$ cat src/rtl/usb_utmi_tx_arb_if.sv
// Requester, UTMI transmit and status signals shared by the transmit arbiter and its environment.
// The arbiter connects through slave; requesters and the PHY side connect through master.
interface usb_utmi_tx_arb_if;
    logic [7:0] r0_data;
    logic       r0_valid;
    logic       r0_last;
    logic       r0_ready;
    logic [7:0] r1_data;
    logic       r1_valid;
    logic       r1_last;
    logic       r1_ready;
    logic [7:0] tx_data_o;
    logic       tx_valid_o;
    logic       tx_ready_i;
    logic       rx_active_i;
    logic [1:0] line_state_i;
    logic [1:0] grant_o;
    logic       busy_o;
    logic       done_o;
    logic       abort_o;

    modport slave (
        input  r0_data, r0_valid, r0_last, r1_data, r1_valid, r1_last,
        input  tx_ready_i, rx_active_i, line_state_i,
        output r0_ready, r1_ready, tx_data_o, tx_valid_o,
        output grant_o, busy_o, done_o, abort_o
    );

    modport master (
        output r0_data, r0_valid, r0_last, r1_data, r1_valid, r1_last,
        output tx_ready_i, rx_active_i, line_state_i,
        input  r0_ready, r1_ready, tx_data_o, tx_valid_o,
        input  grant_o, busy_o, done_o, abort_o
    );
endinterface

$ cat src/rtl/usb_utmi_tx_arb.sv
// Round-robin scheduler sharing one UTMI transmitter between two packet sources,
// with line-idle gating, inter-packet gap, underrun abort and TxReady timeout.
module usb_utmi_tx_arb #(
    parameter int unsigned IPG_CYCLES     = 16,
    parameter int unsigned TIMEOUT_CYCLES = 255,
    parameter logic [1:0]  IDLE_LINESTATE = 2'b01
) (
    input  logic               clk,
    input  logic               rst,
    usb_utmi_tx_arb_if.slave   bus
);
    localparam int unsigned CNT_W = 8;
    localparam logic [CNT_W-1:0] IPG_LAST = CNT_W'(IPG_CYCLES - 1);
    localparam logic [CNT_W-1:0] TMO_LAST = CNT_W'(TIMEOUT_CYCLES - 1);

    typedef enum logic [1:0] {IDLE, SEND, GAP} state_t;

    state_t           state_q, state_d;
    logic [CNT_W-1:0] cnt_q, cnt_d;
    logic [7:0]       tx_data_q, tx_data_d;
    logic             tx_valid_q, tx_valid_d;
    logic             last_q, last_d;
    logic [1:0]       grant_q, grant_d;
    logic             prefer_q, prefer_d;
    logic             busy_q;
    logic             done_q, done_d;
    logic             abort_q, abort_d;
    logic             r0_ready_c, r1_ready_c;
    logic             win;
    logic             gnt1;
    logic             sel_valid, sel_last;
    logic [7:0]       sel_data;

    // Byte source of the current packet owner
    assign gnt1      = grant_q[1];
    assign sel_valid = gnt1 ? bus.r1_valid : bus.r0_valid;
    assign sel_last  = gnt1 ? bus.r1_last  : bus.r0_last;
    assign sel_data  = gnt1 ? bus.r1_data  : bus.r0_data;

    always_ff @(posedge clk) begin
        if (rst) begin
            state_q    <= IDLE;
            cnt_q      <= '0;
            tx_data_q  <= '0;
            tx_valid_q <= 1'b0;
            last_q     <= 1'b0;
            grant_q    <= 2'b00;
            prefer_q   <= 1'b0;
            busy_q     <= 1'b0;
            done_q     <= 1'b0;
            abort_q    <= 1'b0;
        end else begin
            state_q    <= state_d;
            cnt_q      <= cnt_d;
            tx_data_q  <= tx_data_d;
            tx_valid_q <= tx_valid_d;
            last_q     <= last_d;
            grant_q    <= grant_d;
            prefer_q   <= prefer_d;
            busy_q     <= (state_d != IDLE);
            done_q     <= done_d;
            abort_q    <= abort_d;
        end
    end

    always_comb begin
        state_d    = state_q;
        cnt_d      = cnt_q;
        tx_data_d  = tx_data_q;
        tx_valid_d = tx_valid_q;
        last_d     = last_q;
        grant_d    = grant_q;
        prefer_d   = prefer_q;
        done_d     = 1'b0;
        abort_d    = 1'b0;
        r0_ready_c = 1'b0;
        r1_ready_c = 1'b0;
        win        = 1'b0;
        case (state_q)
            IDLE: begin
                if ((bus.r0_valid | bus.r1_valid) && !bus.rx_active_i &&
                    (bus.line_state_i == IDLE_LINESTATE)) begin
                    // prefer_q names the requester not granted last
                    win        = (bus.r0_valid & bus.r1_valid) ? prefer_q : bus.r1_valid;
                    r0_ready_c = !win;
                    r1_ready_c = win;
                    tx_data_d  = win ? bus.r1_data : bus.r0_data;
                    last_d     = win ? bus.r1_last : bus.r0_last;
                    tx_valid_d = 1'b1;
                    grant_d    = win ? 2'b10 : 2'b01;
                    prefer_d   = !win;
                    cnt_d      = '0;
                    state_d    = SEND;
                end
            end
            SEND: begin
                if (bus.tx_ready_i) begin
                    cnt_d = '0;
                    if (last_q) begin
                        done_d     = 1'b1;
                        tx_valid_d = 1'b0;
                        grant_d    = 2'b00;
                        state_d    = GAP;
                    end else if (sel_valid) begin
                        r0_ready_c = !gnt1;
                        r1_ready_c = gnt1;
                        tx_data_d  = sel_data;
                        last_d     = sel_last;
                    end else begin
                        abort_d    = 1'b1;
                        tx_valid_d = 1'b0;
                        grant_d    = 2'b00;
                        state_d    = GAP;
                    end
                end else if (cnt_q == TMO_LAST) begin
                    abort_d    = 1'b1;
                    tx_valid_d = 1'b0;
                    grant_d    = 2'b00;
                    cnt_d      = '0;
                    state_d    = GAP;
                end else begin
                    cnt_d = cnt_q + CNT_W'(1);
                end
            end
            GAP: begin
                if (cnt_q == IPG_LAST) begin
                    cnt_d   = '0;
                    state_d = IDLE;
                end else begin
                    cnt_d = cnt_q + CNT_W'(1);
                end
            end
            default: state_d = IDLE;
        endcase
        // No byte may be consumed while the block is being reset
        if (rst) begin
            r0_ready_c = 1'b0;
            r1_ready_c = 1'b0;
        end
    end

    assign bus.r0_ready   = r0_ready_c;
    assign bus.r1_ready   = r1_ready_c;
    assign bus.tx_data_o  = tx_data_q;
    assign bus.tx_valid_o = tx_valid_q;
    assign bus.grant_o    = grant_q;
    assign bus.busy_o     = busy_q;
    assign bus.done_o     = done_q;
    assign bus.abort_o    = abort_q;
endmodule

$ cat src/flat_wrapper.sv
// flat-port wrapper written by rule: the top's interface ports become plain ports
module usb_utmi_tx_arb_flat 
#(
    parameter int unsigned IPG_CYCLES     = 16,
    parameter int unsigned TIMEOUT_CYCLES = 255,
    parameter logic [1:0]  IDLE_LINESTATE = 2'b01
)
  (clk, rst, bus_r0_data, bus_r0_valid, bus_r0_last, bus_r1_data, bus_r1_valid, bus_r1_last, bus_tx_ready_i, bus_rx_active_i, bus_line_state_i, bus_r0_ready, bus_r1_ready, bus_tx_data_o, bus_tx_valid_o, bus_grant_o, bus_busy_o, bus_done_o, bus_abort_o);
  usb_utmi_tx_arb_if bus_i ();
  input  logic clk;
  input  logic rst;
  input wire logic [$bits(bus_i.r0_data)-1:0] bus_r0_data;
  input wire logic [$bits(bus_i.r0_valid)-1:0] bus_r0_valid;
  input wire logic [$bits(bus_i.r0_last)-1:0] bus_r0_last;
  input wire logic [$bits(bus_i.r1_data)-1:0] bus_r1_data;
  input wire logic [$bits(bus_i.r1_valid)-1:0] bus_r1_valid;
  input wire logic [$bits(bus_i.r1_last)-1:0] bus_r1_last;
  input wire logic [$bits(bus_i.tx_ready_i)-1:0] bus_tx_ready_i;
  input wire logic [$bits(bus_i.rx_active_i)-1:0] bus_rx_active_i;
  input wire logic [$bits(bus_i.line_state_i)-1:0] bus_line_state_i;
  output wire logic [$bits(bus_i.r0_ready)-1:0] bus_r0_ready;
  output wire logic [$bits(bus_i.r1_ready)-1:0] bus_r1_ready;
  output wire logic [$bits(bus_i.tx_data_o)-1:0] bus_tx_data_o;
  output wire logic [$bits(bus_i.tx_valid_o)-1:0] bus_tx_valid_o;
  output wire logic [$bits(bus_i.grant_o)-1:0] bus_grant_o;
  output wire logic [$bits(bus_i.busy_o)-1:0] bus_busy_o;
  output wire logic [$bits(bus_i.done_o)-1:0] bus_done_o;
  output wire logic [$bits(bus_i.abort_o)-1:0] bus_abort_o;
  assign bus_i.r0_data = bus_r0_data;
  assign bus_i.r0_valid = bus_r0_valid;
  assign bus_i.r0_last = bus_r0_last;
  assign bus_i.r1_data = bus_r1_data;
  assign bus_i.r1_valid = bus_r1_valid;
  assign bus_i.r1_last = bus_r1_last;
  assign bus_i.tx_ready_i = bus_tx_ready_i;
  assign bus_i.rx_active_i = bus_rx_active_i;
  assign bus_i.line_state_i = bus_line_state_i;
  assign bus_r0_ready = bus_i.r0_ready;
  assign bus_r1_ready = bus_i.r1_ready;
  assign bus_tx_data_o = bus_i.tx_data_o;
  assign bus_tx_valid_o = bus_i.tx_valid_o;
  assign bus_grant_o = bus_i.grant_o;
  assign bus_busy_o = bus_i.busy_o;
  assign bus_done_o = bus_i.done_o;
  assign bus_abort_o = bus_i.abort_o;
  usb_utmi_tx_arb #(.IPG_CYCLES(IPG_CYCLES), .TIMEOUT_CYCLES(TIMEOUT_CYCLES), .IDLE_LINESTATE(IDLE_LINESTATE)) u_core (.clk(clk), .rst(rst), .bus(bus_i));
endmodule
$ cat config.mk
export PLATFORM = sky130hd
export DESIGN_NAME = usb_utmi_tx_arb_flat
export DESIGN_NICKNAME = d
export VERILOG_FILES = /design/src/rtl/usb_utmi_tx_arb_if.sv /design/src/rtl/usb_utmi_tx_arb.sv /design/src/flat_wrapper.sv
export SDC_FILE = /design/constraint.sdc
export NUM_CORES = 1
export LEC_CHECK = 0
export ABC_AREA = 0
export CAP_MARGIN = 20
export CORE_UTILIZATION = 43
export DETAILED_ROUTE_END_ITERATION = 7
export PLACE_DENSITY = 0.76
export SLEW_MARGIN = 20
export SYNTH_ARGS = -nofsm -noshare
export SYNTH_HDL_FRONTEND = slang
export SYNTH_SLANG_ARGS = --single-unit
$ cat constraint.sdc
create_clock -name clk -period 1.8 [get_ports clk]
set_input_delay 0.27 -clock clk [delete_from_list [all_inputs] [get_ports clk]]
set_output_delay 0.27 -clock clk [all_outputs]
set_load 0.01 [all_outputs]
-- Yosys cells after proc, flatten, opt, wreduce, memory -nomap -nowiden
Index checks and enable logic that the tools add are counted.
- eq/ne operators: 11
- mux-type cells: 58
- bitwise logic cells: 4
- reduce and logical (&&, ||, !) cells: 16
- add/subtract/negate cells: 1
- operators by type and width (kind ; count):
    2-to-1 mux 8 bit ; 10
    2-to-1 mux 1 bit ; 28
    2-to-1 mux 2 bit ; 12
    case mux 8 bit (3 select lines) ; 1
    case mux 8 bit (2 select lines) ; 1
    adder 8 x 1 -> 8 bit (second input constant) ; 1
    equality test 8 x 4 -> 1 bit (second input constant) ; 1
    equality test 8 bit (second input constant) ; 1
    case mux 1 bit (2 select lines) ; 4
    case mux 2 bit (3 select lines) ; 1
    AND reduction 5 bit ; 1
    equality test 2 x 1 -> 1 bit (second input constant) ; 2
    != test 2 x 1 -> 1 bit (second input constant) ; 2
    != test 2 bit (second input constant) ; 2
    != test 4 x 3 -> 1 bit (second input constant) ; 1
    case mux 2 bit (2 select lines) ; 1
    AND reduction 2 bit ; 2
    AND reduction 4 bit ; 1
    nonzero test 2 bit ; 2
    logical NOT 1 bit ; 3
    != test 3 x 2 -> 1 bit (second input constant) ; 1
    AND reduction 3 bit ; 1
    nonzero test 3 bit ; 1
    OR reduction 3 bit ; 1
    other kinds (7) ; 9
- output and inout port bits: 16
- bits of input ports: 26
- register bits after elaboration: 26

-- Depth between registers and ports, before layout
Gate-level depths: netlist (run 1).
- word-level depth: 6
- mapped depth: 7
- depth with buffers taken out: 7

-- Least setup slack after synthesis (run 1)
Ideal clock, no wire load.
- path type: flip-flop to flip-flop
- from: reg u_core.state_q[0]
- to: reg u_core.cnt_q[4]
- setup slack: 18 ps
- library setup time: 117 ps
- data arrival time: 1664 ps
- stages on the path, launching flop included: 8
- cells stage by stage: dfxtp_1 inv_1 ha_1 nor3b_1 a211oi_4 nor2_1 a21o_1 a32o_1
- longest elaborated chain between the ends: 3
- elaborated cells between the ends (all ways): 7
- RTL lines (element ; RTL line ; source):
    start, declared ; usb_utmi_tx_arb.sv:18 ; state_t state_q, state_d;
    start signal, assigned ; usb_utmi_tx_arb.sv:53 ; state_q <= state_d;
    equality test 2 x 1 -> 1 bit (tied with other cells) ; usb_utmi_tx_arb.sv:79 ; case (state_q)
    nonzero test 3 bit (no line) or != test 2 x 1 -> 1 bit (tied branches) ; n/a ;
    AND reduction 2 bit (no line) ; n/a ;
    end signal, assigned ; usb_utmi_tx_arb.sv:54 ; cnt_q <= cnt_d;
    end, declared ; usb_utmi_tx_arb.sv:19 ; logic [CNT_W-1:0] cnt_q, cnt_d;
Parallel ways exist; a longest one is shown, timed or not.
A chain may end at the register's enable or synchronous reset.

-- Final worst setup path (run 1)
- from: in bus_line_state_i[0]
- to: out bus_r0_ready
- longest elaborated chain between the ends: 5
- RTL lines (element ; RTL line ; source):
    start, declared ; flat_wrapper.sv:20 ; input wire logic [$bits(bus_i.line_state_i)-1:0] bus_line_state_i;
    equality test 2 x 1 -> 1 bit ; usb_utmi_tx_arb.sv:82 ; (bus.line_state_i == IDLE_LINESTATE)) begin
    logical AND 1 bit ; usb_utmi_tx_arb.sv:81 ; if ((bus.r0_valid | bus.r1_valid) && !bus.rx_active_i &&
    2-to-1 mux 1 bit ; usb_utmi_tx_arb.sv:81 ;
    case mux 1 bit (2 select lines) ; usb_utmi_tx_arb.sv:79 ;
    2-to-1 mux 1 bit ; usb_utmi_tx_arb.sv:136 ; if (rst) begin
    end, declared ; flat_wrapper.sv:21 ; output wire logic [$bits(bus_i.r0_ready)-1:0] bus_r0_ready;
No other way between the ends.

==> Flow_metrics.wiki, run 1 <==
{| class="wikitable"
! Metric !! Value
|-
| Outcome || finished with violations
|-
| Violated checks || negative setup slack
|-
| Synthesized Nets || 207
|-
| Clock tree from TritonCTS || yes
|-
| Final cell area excluding filler cells || between 0.002 and 0.0025 sq mm
|-
| Final hold viol count || 0
|-
| Async set or reset register ratio after synthesis || 0%
|-
| Slew Viols, Final || 0
|-
| Antenna Cells || 0
|-
| Routed wire length || 4.527 mm
|-
| Setup Crit Path Kind || in2out
|-
| Setup repair after global routing missed its margin || yes
|-
| Count of nets left with antenna violations after detail routing || 0
|-
| First drt pass iteration count || 4
|-
| Via density per instance || approximately 5.4
|-
| Critical Path End Type || primary output
|-
| CTS clock-pin slew for the worst setup and hold paths || ~0.14 ns
|-
| Placed instance area || between 0.002 and 0.0025 sq mm
|-
| Initial antenna violation count || 0
|-
| Layout cell share with drive strength beyond 1 || about 34%
|-
| Fraction of the core area covered by cells at the end of the flow || between 70% and 80%
|-
| Number of distinct library cell variants in the gate-level netlist after synthesis || 46
|-
| Hold-fix buffers, CTS || 0
|-
| Initial core utilization || roughly 45%
|-
| First-pass GRT wire length || 7.300 mm
|-
| Overall Global Routing Usage || 25.74%
|-
| Worst slew pin tran || between 0.4 and 0.5 ns
|-
| Worst path buffer plus inverter count || 3
|-
| Total via count after detailed routing || 1613
|-
| Worst-Skew Late Latency || 0.32 ns
|-
| Routability cong. || 0.8648
|-
| Die Outline Area || approximately 0.0038 sq mm
|-
| Clk root buf || clkbuf_4
|-
| Congestion Overflow GR || 0
|-
| Static Leakage || roughly 0.00093 uW
|-
| Via count of the first global-routing pass || 1637
|-
| Final nets || around 290
|-
| Total of max-cap violations || 0
|-
| Total design power || between 1000 and 1500 uW
|-
| Mean routed wirelength per cell || ~15 um
|-
| Headroom to the max-slew limit || between 70% and 80%
|-
| Crit path time final || around 1.8 ns
|-
| Main flop type after synthesis || dfxtp_1
|-
| Crit Path Max Fanout || 3
|-
| Area of the mapped netlist || approximately 0.0015 sq mm
|-
| Level count of the clock H-tree || 1
|-
| # rows || 21
|-
| Portion of the clock cycle consumed by the worst path in the final layout || 101.9%
|-
| Total CTS buffers || 3
|-
| Max Root-Sink Buffers || 2
|-
| Sort of element at the start of the critical path || input port
|-
| Fin Hold WS || a little under 0.5 ns
|-
| Worst path top cell family by delay || simple AND/OR/NAND/NOR gates
|-
| CP max stage delay || 0.39 ns
|-
| P per Cell Area || approximately 590 mW/mm^2
|-
| Arrival time worst endpoint || between 1.5 and 2 ns
|-
| Post-synthesis register bit count || 26
|-
| Post-synth EDFFs || 0
|-
| Count of mapped cells out of synthesis || 174
|-
| Count of buffers from port buffering || 41
|-
| Type of the worst min-delay path || in2reg
|-
| Floorplan die width || between 60 and 70 um
|-
| Slowest stage cell, crit path || or3b_4
|-
| Warnings from Yosys || 0
|-
| Final worst slack || -0.03394 ns
|-
| Detailed placement HPWL || 3.388 mm
|-
| Die Y || ~62 um
|-
| Max Clk Rate || roughly 0.55 GHz
|-
| Standard cell core area || 0.003363 sq mm
|-
| Number of remaining DRC errors || 0
|-
| Layout-stage area growth over the synthesis result || 60.46%
|-
| Total number of clock tree sinks || 26
|-
| Clock Skew || just under 0.009 ns
|-
| Worst-path cell chain || dlygate4sd2_1 -> or3b_4 -> nor3_4 -> buf_6 -> a32oi_1 -> nor2_1 -> buf_2
|-
| Required time worst endpoint || ~1.5 ns
|-
| Largest net degree at the start of global routing || 17
|-
| Final setup vio count || 1
|-
| Most used cells in the layout excluding fill and tap cells || 36 x clkdlybuf4s50_1, 36 x buf_4, 24 x dfxtp_1
|-
| Starting DRT DRC Count || 42
|-
| Count of pins on the block boundary || 42
|-
| Peak supply drop || roughly 410 uV
|-
| Final TNS setup || -0.03394 ns
|-
| Syn avg cell area || between 8 and 9 sq um
|-
| Portion of the post-synthesis area used by sequential elements || roughly 34%
|}
per-layer routing:
metal  wire length (um)  vias to the layer above  track usage, %  part of all wire (%)
li1                   -                      796               -                     -
met1               1875                      779           28.06                    41
met2               2470                       30           51.00                    55
met3                103                        8           2.731                   2.3
met4                 78                        0           8.254                   1.7
met5                  0                        -               0                     0
synthesized netlist by cell type, types with 4 or more instances:
cell type,n,share of area (%)
dfxtp_1,26,34
nor2_1,21,5.2
nand2_1,14,3.4
a211oi_1,9,4.4
mux2i_1,9,5.9
nand3_1,9,3.0
ha_1,7,5.7
nand2b_1,6,2.5
a21oi_1,5,1.6
inv_1,5,1.2
nor3_1,5,1.6
nor2b_1,4,1.6
or2_2,4,1.6
worst reg2reg max path, cell delays in order (launching register included):
cell	delay, ns
dfxtp_2	0.37
inv_2	0.05
ha_4	0.15
buf_4	0.16
nor3b_1	0.14
buf_4	0.13
a211oi_4	0.25
nor2_2	0.11
a21o_1	0.16
a32o_1	0.19
path summary, 6_finish.rpt:
check	startpoint	endpoint	cells past startpoint	slack [ns]
hold / removal	bus_line_state_i[1]	u_core.prefer_q	6	0.50
setup / recovery	bus_line_state_i[0]	bus_r0_ready	7	-0.03
setup reg to reg	u_core.state_q[0]	u_core.cnt_q[4]	9	0.01
hold reg to reg	u_core.bus.grant_o[0]	u_core.bus.grant_o[0]	2	0.50
through the flow:
stage	worst slack, ns	cells
after floorplan	0.01825	174
after global placement	-0.6804	291
after detailed placement	-0.7869	291
after CTS	-0.02825	297
after global routing	-0.1223	299
final	-0.03394	299
report_power, final:
part	internal, uW	switching, uW
combinational	230	180
clock	225	178
sequential	603	16.2
total	1060	375
flip-flops by register name, indices dropped and copies added, names as in the netlist:
name / flops
u_core.bus.tx_data_o: 8
u_core.cnt_q: 8
u_core.bus.grant_o: 2
u_core.state_q: 2
u_core.bus.abort_o: 1
u_core.bus.busy_o: 1
u_core.bus.done_o: 1
u_core.bus.tx_valid_o: 1
u_core.last_q: 1
u_core.prefer_q: 1
cells by family after synthesis:
| group | Yosys count | synth area share, % |
|---|---|---|
| mux | 10 | 6.645 |
| compound gates | 45 | 25.10 |
| flops | 26 | 34.13 |
| buf+inv | 11 | 3.363 |
| simple gates | 75 | 25.02 |
| fa+ha+maj | 7 | 5.742 |
layout make-up:
type / count / area, sq um
clock buffer: 3 / 22.52
clock inverter: 1 / 30.03
fill: 262 / 915.9
inverter: 5 / 18.77
multi-input combinational: 137 / 1069
sequential: 26 / 523.0
tap: 46 / 57.56
timing repair buffer: 81 / 726.9
what timing repair did:
| action | CTS | global route |
|---|---|---|
| endpoints found under the hold margin | 0 | 0 |
| endpoints found under the setup margin | 16 | 19 |
| gates cloned | 0 | 0 |
| resized for setup | 31 | 14 |
| buffers inserted | 2 | 2 |
| pin swaps | 7 | 6 |
Power figures use the tool's default switching activity.
==> run 2, diff against run 1 <==
ABC_AREA = 1   (was 0)
ABC_CLOCK_PERIOD_IN_PS = 1800   (was unset)
CORE_UTILIZATION = 44   (was 43)
==> run 2 against run 1 <==
Against the previous run:
- the run now ends clean
- sequential cell count stayed put
- non-clock buffer count is 16 lower
- final cell count is 25% higher
- synthesized cell count is 51% higher
- worst hold slack worse by 0.0072 ns
- critical path depth stayed put
- clock skew is 0.0022 ns lower
- largest cell class unchanged
- highest routed layer unchanged
==> Flow_metrics.wiki, run 2 <==
{| class="wikitable"
! Metric !! Value
|-
| Static Leakage || 0.001156 uW
|-
| Portion of the clock cycle consumed by the worst path in the final layout || a little over nine tenths
|-
| Setup crit end || bus_r1_ready
|-
| Level count of the clock H-tree || 1
|-
| Initial antenna violation count || 0
|-
| Main flop type after synthesis || dfxtp_1
|-
| Arrival time worst endpoint || 1.47 ns
|-
| Warnings from Yosys || 0
|-
| Biggest area contributors in the synthesized netlist || dfxtp_1 31%, nand2_1 18%, nor2_1 9.2%
|-
| Setup repair after global routing missed its margin || no
|-
| Type of the worst min-delay path || in2reg
|-
| Flop-to-flop setup slack || ~0.21 ns
|-
| Total number of clock tree sinks || 26
|-
| Cell with the most instances after synthesis || nand2_1
|-
| Routability cong. || between 0.8 and 0.9
|-
| Busiest layer in global routing || met2
|-
| Reg2Reg Launch Point || u_core.cnt_q[1]
|-
| Syn avg cell area || around 6.4 sq um
|-
| Headroom to the max-slew limit || 77.20%
|-
| Number of buffers inserted to repair setup after CTS || 0
|-
| Global-route met3 utilization || a little over 3%
|-
| Hold-fix buffers, CTS || 0
|-
| Largest net degree at the start of global routing || 17
|-
| Via density per instance || roughly 4.7
|-
| Max Root-Sink Buffers || 2
|-
| CP max stage delay || ~0.36 ns
|-
| Layout cell share with drive strength beyond 1 || between 10% and 20%
|-
| Slew Viols, Final || 0
|-
| Detailed placement HPWL || ~3.2 mm
|-
| Antenna Cells || 0
|-
| Fraction of the core area covered by cells at the end of the flow || 65.82%
|-
| Final hold viol count || 0
|-
| Synthesized Nets || 295
|-
| Async set or reset register ratio after synthesis || 0%
|-
| Area of the mapped netlist || roughly 0.0017 sq mm
|-
| Fin Hold WS || 0.4888 ns
|-
| Number of remaining DRC errors || 0
|-
| Setup Crit Path Kind || reg2out
|-
| Library cell occupying the most area in the post-synthesis netlist || dfxtp_1
|-
| Total design power || roughly 1400 uW
|-
| Crit Path Max Fanout || 3
|-
| Count of mapped cells out of synthesis || about 260
|-
| # rows || 22
|-
| Outcome || completed
|-
| Worst path top cell family by delay || flip-flops
|-
| Post-synthesis register bit count || 26
|-
| First drt pass iteration count || 4
|-
| Via count of the first global-routing pass || approximately 1600
|-
| Starting DRT DRC Count || about 110
|-
| GR Layer Usage met1 || between 20% and 30%
|-
| Floorplan die width || around 64 um
|-
| Max Clk Rate || about 0.58 GHz
|-
| Portion of the post-synthesis area used by sequential elements || 31.16%
|-
| Number of distinct library cell variants in the gate-level netlist after synthesis || 26
|-
| Clock Skew || ~0.0064 ns
|-
| Met2 GRT Util || ~37%
|-
| Total via count after detailed routing || about 1800
|-
| Most used cells in the layout excluding fill and tap cells || 81 x nand2_1, 40 x nor2_1, 37 x clkdlybuf4s50_1
|-
| Final nets || 361
|-
| Sort of element at the start of the critical path || register
|-
| Placed instance area || 0.002288 sq mm
|-
| Post-synth EDFFs || 0
|-
| Routed wire length || about 4.2 mm
|-
| First-pass GRT wire length || about 6.9 mm
|-
| Total of max-cap violations || 0
|-
| CTS clock-pin slew for the worst setup and hold paths || 0.10 ns
|-
| Mean routed wirelength per cell || 11.08 um
|-
| Total CTS buffers || 3
|-
| Die Y || 63.62 um
|-
| Clock tree from TritonCTS || yes
|-
| Crit path time final || ~1.7 ns
|-
| P per Cell Area || ~600 mW/mm^2
|-
| Crit. path cell count || 7
|-
| Crit Reg-Reg Endpoint || u_core.cnt_q[3]
|-
| Most frequent cells after synthesis || 81 x nand2_1, 41 x nor2_1, 34 x inv_1
|-
| Count of pins on the block boundary || 42
|-
| Count of nets left with antenna violations after detail routing || 0
|-
| Slowest stage cell, crit path || dfxtp_2
|-
| Initial core utilization || approximately 46%
|-
| Count of buffers from port buffering || roughly 40
|-
| Peak supply drop || approximately 380 uV
|-
| Worst slew pin tran || 0.3416 ns
|-
| Depth of the worst register-to-register path || 8
|-
| Standard cell core area || between 0.003 and 0.004 sq mm
|-
| Layout-stage area growth over the synthesis result || 44.27%
|-
| Most common cell after layout, fill and taps aside || nand2_1
|-
| Overall Global Routing Usage || a little over a fifth
|-
| Congestion Overflow GR || 0
|-
| Die Outline Area || about 0.004 sq mm
|-
| Required time worst endpoint || about 1.5 ns
|-
| Clk root buf || clkbuf_8
|-
| Final setup vio count || 0
|-
| Critical Path End Type || primary output
|-
| Critical path launch point || u_core.state_q[0]
|-
| Worst-Skew Late Latency || roughly 0.28 ns
|-
| Worst path buffer plus inverter count || 2
|-
| Worst-path cell chain || inv_2 -> ha_4 -> nand4_4 -> nor2_4 -> a21oi_1 -> nor2_1 -> clkdlybuf4s15_2
|-
| Final cell area excluding filler cells || approximately 0.0024 sq mm
|-
| Fraction of synthesized cell area taken by the top area cell type || between 30% and 40%
|-
| Final TNS setup || 0 ns
|}
[run 2: repair_timing]
action | in CTS | in global routing
cloned | 0 | 0
setup endpoints to repair | 2 | 2
resized for setup | 11 | 10
[run 2: final cells by class]
class	count	area, sq um
clock buffers	3	41.29
clock inverters	1	30.03
fillers	321	1251
inverters	36	135.1
multi-input cells	196	1030
flip-flops and latches	26	521.8
well taps	48	60.06
repair buffers	65	591.8
[run 2: how the worst min path moves through the flow]
stage	slack, ns	cells past startpoint	start	to
floorplan	0.34	1	rst	u_core.bus.tx_valid_o
global placement	0.46	2	u_core.bus.tx_valid_o	u_core.bus.tx_valid_o
detailed placement	0.48	2	u_core.bus.tx_valid_o	u_core.bus.tx_valid_o
CTS	0.49	2	u_core.bus.tx_valid_o	u_core.bus.tx_valid_o
global route	0.51	2	u_core.bus.tx_valid_o	u_core.bus.tx_valid_o
finish	0.49	5	bus_r0_valid	u_core.prefer_q
[run 2: routing by layer]
metal  vias up  routed length, um
met1       778               1943
met5         -                  0
met4         0                 44
met3         5                182
li1        942                  -
met2        45               1985
[run 2: logic make-up after synthesis]
logic type / after synthesis / share of synthesized area [%]
fa+ha+maj: 7 / 5.243
simple gates: 167 / 45.77
compound gates: 22 / 7.791
buf+inv: 40 / 10.04
flops: 26 / 31.16
[run 2: per-stage QoR]
| step | std cells | worst slack (ns) |
|---|---|---|
| final | 375 | 0.06486 |
| after global routing | 375 | 0.003308 |
| after CTS | 375 | 0.009206 |
| after detailed placement | 371 | -0.3083 |
| after global placement | 371 | -0.2906 |
| after floorplan | 262 | 0.3049 |
[run 2: worst register-to-register path, stage by stage, from the launching register on]
cell and delay [ns]:
dfxtp_1 0.38, ha_1 0.25, nand3_1 0.15, o21ai_1 0.27, nand2_1 0.14, nand2_1 0.08
nand2_1 0.07, nand2_2 0.10, nor2_1 0.05
[run 2: where the power goes]
part / internal, uW / total, uW / switching (uW)
Sequential: 596 / 611 / 15.1
Combinational: 169 / 338 / 169
Clock: 298 / 493 / 196
